--- src/rtl/fetch_if.sv ---
// fetch_if: instruction-memory and decoder handshake signals of the fetch unit
interface fetch_if;
  logic        imem_req;
  logic [31:0] imem_addr;
  logic        imem_ack;
  logic [31:0] imem_rdata;
  logic        redirect;
  logic [31:0] redirect_pc;
  logic        dec_valid;
  logic        dec_ready;
  logic [31:0] dec_instr;
  logic [31:0] dec_pc;
  logic [5:0]  dec_opcode;
  logic [5:0]  dec_funct;
  logic [15:0] fetch_cnt;
  modport master (
    output imem_req, imem_addr, dec_valid, dec_instr, dec_pc, dec_opcode, dec_funct, fetch_cnt,
    input  imem_ack, imem_rdata, redirect, redirect_pc, dec_ready
  );
  modport slave (
    input  imem_req, imem_addr, dec_valid, dec_instr, dec_pc, dec_opcode, dec_funct, fetch_cnt,
    output imem_ack, imem_rdata, redirect, redirect_pc, dec_ready
  );
endinterface

--- src/rtl/fetch_unit.sv ---
// fetch_unit: single-entry instruction fetch with redirect and decoder handshake
module fetch_unit #(
  parameter logic [31:0] RESET_PC = 32'h0000_3000
) (
  input logic     clk,
  input logic     rst_n,
  fetch_if.master bus
);
  typedef enum logic [1:0] {IDLE, REQ, HOLD} state_t;
  state_t      state, state_nx;
  logic [31:0] pc, pc_nx;
  logic        capture, accept;
  always_ff @(posedge clk or negedge rst_n)
    if (!rst_n) state <= IDLE;
    else state <= state_nx;
  always_comb
    state_nx = (state == IDLE || bus.redirect) ? REQ :
               (state == REQ && bus.imem_ack)  ? HOLD :
               (state == HOLD && bus.dec_ready) ? REQ : state;
  always_comb begin
    bus.imem_req  = state == REQ;
    bus.dec_valid = state == HOLD;
    bus.imem_addr = pc;
    capture       = state == REQ && bus.imem_ack && !bus.redirect;
    accept        = state == HOLD && bus.dec_ready;
    pc_nx         = bus.redirect ? (bus.redirect_pc & 32'hFFFF_FFFC) : capture ? pc + 32'd4 : pc;
  end
  // a redirect coinciding with the decoder accept still counts that handshake
  always_ff @(posedge clk or negedge rst_n)
    if (!rst_n) begin
      pc             <= RESET_PC & 32'hFFFF_FFFC;
      bus.dec_instr  <= '0;
      bus.dec_pc     <= '0;
      bus.dec_opcode <= '0;
      bus.dec_funct  <= '0;
      bus.fetch_cnt  <= '0;
    end else begin
      pc <= pc_nx;
      if (capture) begin
        bus.dec_instr  <= bus.imem_rdata;
        bus.dec_pc     <= pc;
        bus.dec_opcode <= bus.imem_rdata[31:26];
        bus.dec_funct  <= bus.imem_rdata[5:0];
      end
      if (accept) bus.fetch_cnt <= bus.fetch_cnt + 16'd1;
    end
endmodule

--- src/flat_wrapper.sv ---
// flat-port wrapper written by rule: the top's interface ports become plain ports
module fetch_unit_flat 
#(
  parameter logic [31:0] RESET_PC = 32'h0000_3000
)
  (clk, rst_n, bus_imem_req, bus_imem_addr, bus_dec_valid, bus_dec_instr, bus_dec_pc, bus_dec_opcode, bus_dec_funct, bus_fetch_cnt, bus_imem_ack, bus_imem_rdata, bus_redirect, bus_redirect_pc, bus_dec_ready);
  fetch_if bus_i ();
  input logic clk;
  input logic rst_n;
  output wire logic [$bits(bus_i.imem_req)-1:0] bus_imem_req;
  output wire logic [$bits(bus_i.imem_addr)-1:0] bus_imem_addr;
  output wire logic [$bits(bus_i.dec_valid)-1:0] bus_dec_valid;
  output wire logic [$bits(bus_i.dec_instr)-1:0] bus_dec_instr;
  output wire logic [$bits(bus_i.dec_pc)-1:0] bus_dec_pc;
  output wire logic [$bits(bus_i.dec_opcode)-1:0] bus_dec_opcode;
  output wire logic [$bits(bus_i.dec_funct)-1:0] bus_dec_funct;
  output wire logic [$bits(bus_i.fetch_cnt)-1:0] bus_fetch_cnt;
  input wire logic [$bits(bus_i.imem_ack)-1:0] bus_imem_ack;
  input wire logic [$bits(bus_i.imem_rdata)-1:0] bus_imem_rdata;
  input wire logic [$bits(bus_i.redirect)-1:0] bus_redirect;
  input wire logic [$bits(bus_i.redirect_pc)-1:0] bus_redirect_pc;
  input wire logic [$bits(bus_i.dec_ready)-1:0] bus_dec_ready;
  assign bus_imem_req = bus_i.imem_req;
  assign bus_imem_addr = bus_i.imem_addr;
  assign bus_dec_valid = bus_i.dec_valid;
  assign bus_dec_instr = bus_i.dec_instr;
  assign bus_dec_pc = bus_i.dec_pc;
  assign bus_dec_opcode = bus_i.dec_opcode;
  assign bus_dec_funct = bus_i.dec_funct;
  assign bus_fetch_cnt = bus_i.fetch_cnt;
  assign bus_i.imem_ack = bus_imem_ack;
  assign bus_i.imem_rdata = bus_imem_rdata;
  assign bus_i.redirect = bus_redirect;
  assign bus_i.redirect_pc = bus_redirect_pc;
  assign bus_i.dec_ready = bus_dec_ready;
  fetch_unit #(.RESET_PC(RESET_PC)) u_core (.clk(clk), .rst_n(rst_n), .bus(bus_i));
endmodule
--- config.mk ---
export PLATFORM = sky130hd
export DESIGN_NAME = fetch_unit_flat
export DESIGN_NICKNAME = d
export VERILOG_FILES = /design/src/rtl/fetch_if.sv /design/src/rtl/fetch_unit.sv /design/src/flat_wrapper.sv
export SDC_FILE = /design/constraint.sdc
export NUM_CORES = 1
export LEC_CHECK = 0
export BUFFER_PORTS_ARGS = -buffer_cell sky130_fd_sc_hd__buf_4
export CORE_MARGIN = 4
export CORE_UTILIZATION = 30
export CTS_CLUSTER_DIAMETER = 50
export CTS_CLUSTER_SIZE = 25
export DETAILED_ROUTE_END_ITERATION = 10
export PLACE_DENSITY = 0.63
export SLEW_MARGIN = 20
export SYNTH_ARGS = -nofsm -noshare
export SYNTH_HDL_FRONTEND = slang
export SYNTH_SLANG_ARGS = --single-unit
--- constraint.sdc ---
create_clock -name clk -period 2.82 [get_ports clk]
set_input_delay 0.141 -clock clk [delete_from_list [all_inputs] [get_ports clk]]
set_output_delay 0.141 -clock clk [all_outputs]
set_load 0.02 [all_outputs]
==> run metrics <==
status=completed; Rel. slew slack=44.6%; Worst Hold End=u_core.bus.imem_addr[7]$_DFFE_PN0P_; Final Non-Filler Cells=835; Fin. Hold Viols=0; pwr/cell area=699 nW/um^2; Required @ worst endpoint=3.09 ns; ys async rst share=100%; CTS sink count=110; biggest area consumer among synthesized cells=dfrtp_1; total power=4860 uW; grt ovf=0; reg2reg end=u_core.bus.imem_addr[30]$_DFFE_PN0P_; #FFs+latches synth=110; RSZ-0062 raised after global routing=false; die area=18900 sq um; I/O Pins=195; hold path depth=3; CTS max path bufs=2; worst hold path class=input pin to register; row count=47; CTS tree=yes; synthesized cell area=5020 sq um; HPWL Detailed=10200 um; Slew @ Worst Pin=0.831 ns; post-cts sizing count=0; largest net degree at the start of global routing=63; dominant synthesized flop cell=dfrtp_1; post-CTS setup buffers=0; core area=16500 sq um; Leak Pwr=0.00308 uW; Reg area=2760 sq um; most frequent cells in the layout=buf_4, dfrtp_1, mux2_2; Critical Path AT=2.82 ns; Synth cell types=45; Seq/Total Area, Yosys=54.9%; DRT Pass-1 Iters=4; fin util=42.2%; worst reg-to-reg path cell count=5; CP Class=register to register; Avg Cell Area, Syn=11.7 sq um; Vias/cell=4.78; Num CTS Buffers=9; hold wc startpoint=bus_redirect_pc[7]; Initial Utilization=30.5%; GP Congestion=0.791; Synth-to-Final Area Change=38.6%; number of global-route vias before repair=3966; crit-path max FO=17; Die X=137 um; ratio of cells with drive above 1 in the final layout=45.0%; commonest non-fill, non-tap cell in the layout=buf_4; CTS H-Tree Depth=3; maximum VDD drop=0.286 mV; die height=137 um; CTS root buffer=clkbuf_16; FILL cells=1607; number of flops mapped to enable cells by yosys=0; worst r2r src=u_core.bus.imem_addr[3]$_DFFE_PN0P_; final setup violating endpoints=0; area fraction of the dominant cell type after synthesis=53.9%; Synth Instances=430; initial DRC count=178; post-DR wirelength/cell=16.5 um; vias after detailed routing=3995; final worst-path cycle share=90.3%; Startpoint Class=register; Setup Skew=0.00729 ns; Total Routing Usage GR=14.5%; initial antenna violation count=0; first-pass GRT wire length=21400 um; Min Hold Slack=0.0136 ns; remaining antenna violation count=0; R2R setup slack=0.27 ns; Synth area leaders=dfrtp_1, mux2_2, xnor2_1; Tmin final=2.55 ns; placed insts=809; DRC=0; clk_lat worst skew=0.35 ns; Synth warnings=0; setup TNS=0 ns; I/O Buffers=188; Clock transition at path regs=0.07 ns; number of antenna diodes=0; Crit. End Element=register; fin nets=681; max-slew violations=0; Multi-input gate area=2040 sq um; f_max=0.393 GHz; routed wire length=13700 um; max_cap viols=0
-- how the worst max path moves through the flow --
stage | depth (start not counted) | end | slack [ns] | startpoint
6_report | 5 | u_core.bus.imem_addr[30]$_DFFE_PN0P_ | 0.27 | u_core.bus.imem_addr[3]$_DFFE_PN0P_
5_1_grt | 5 | u_core.bus.imem_addr[30]$_DFFE_PN0P_ | 0.09 | u_core.bus.imem_addr[3]$_DFFE_PN0P_
4_1_cts | 5 | u_core.bus.imem_addr[30]$_DFFE_PN0P_ | 0.25 | u_core.bus.imem_addr[3]$_DFFE_PN0P_
3_5_place_dp | 5 | u_core.bus.imem_addr[28]$_DFFE_PN0P_ | 0.28 | u_core.bus.imem_addr[3]$_DFFE_PN0P_
3_3_place_gp | 5 | u_core.bus.imem_addr[26]$_DFFE_PN0P_ | 0.38 | u_core.bus.imem_addr[3]$_DFFE_PN0P_
2_1_floorplan | 6 | u_core.bus.imem_addr[30]$_DFFE_PN0P_ | 0.60 | u_core.bus.imem_addr[2]$_DFFE_PN0P_
-- metrics by stage --
step / area [sq um] / worst slack (ns)
3_5_place_dp: 6560 / 0.278
2_1_floorplan: 5030 / 0.603
3_3_place_gp: 6560 / 0.382
4_1_cts: 6940 / 0.255
6_report: 6950 / 0.274
5_1_grt: 6950 / 0.0884
-- sequential cells by signal, indices dropped and copies added (netlist names) --
signal and cells:
u_core.bus.imem_addr 30, u_core.bus.fetch_cnt 16, u_core.state 2, u_core.bus.dec_funct 5, u_core.bus.dec_pc 30, u_core.bus.dec_instr 21, u_core.bus.dec_opcode 6
-- critical path: stages (launching register included) --
cell and delay (ns):
dfrtp_1 0.49, ha_1 0.25, nand4_1 0.11, or4_1 0.84
or4_1 0.60, a31oi_1 0.17
-- area by class of cell --
| type | count | area share, % |
|---|---|---|
| clock buffers | 14 | 3.94 |
| well taps | 220 | 3.96 |
| repair buffers | 203 | 22.5 |
| multi-input cells | 277 | 29.3 |
| inverters | 9 | 0.486 |
| clock inverters | 2 | 0.198 |
| flip-flops and latches | 110 | 39.6 |
-- timing repair --
action	in CTS	in global routing
setup endpoints to repair	0	0
hold buffers	9	1
endpoints found under the hold margin	67	1
-- metal layers --
metal	vias up	global-route usage, %	part of all wire (%)
li1	1891	-	-
met1	1963	19.2	43
met2	128	22.6	48
met3	13	4.75	7.5
met4	0	4.43	1.4
met5	-	0	0
-- power by group --
group          switching (uW)  total [uW]  internal (uW)
logic                     792        1510            722
registers                 226        2090           1870
clock network             580        1260            676
-- Yosys cell counts (2+ instances only) --
master    number
nand2_1       27
nand4b_1       3
dfstp_2        2
nor4_1         5
a21oi_1        2
or3_1          4
or4_1         10
o41ai_1        3
clkbuf_1      18
ha_1           2
o21ai_0       16
a31oi_1       17
buf_2          2
buf_4         16
nor2_1        22
mux2_2        63
dfrtp_1      108
nand4_1       10
nor3_1        10
and3b_1        2
and4_1         5
xor2_1        11
o31ai_1       10
xnor2_1       15
or2_2          2
nand3b_1       2
inv_1          8
nand3_1       12
nor2b_1        3
and3_1         4
nand2b_1       2
-- cell families (layout without fill, tap and decap cells) --
group | count (synthesis) | after routing | share of synthesized area [%]
flip-flops | 110 | 110 | 54.9
other | 1 | 4 | 0.0747
XOR/XNOR | 26 | 26 | 4.54
buffers and inverters | 46 | 228 | 4.84
adder cells (fa/ha/maj) | 2 | 2 | 0.499
AO/OA/AOI/OAI | 52 | 52 | 6.58
multiplexers | 64 | 64 | 14.3
AND/OR/NAND/NOR | 129 | 129 | 14.2
No activity file was read; power rests on OpenSTA's default activity.
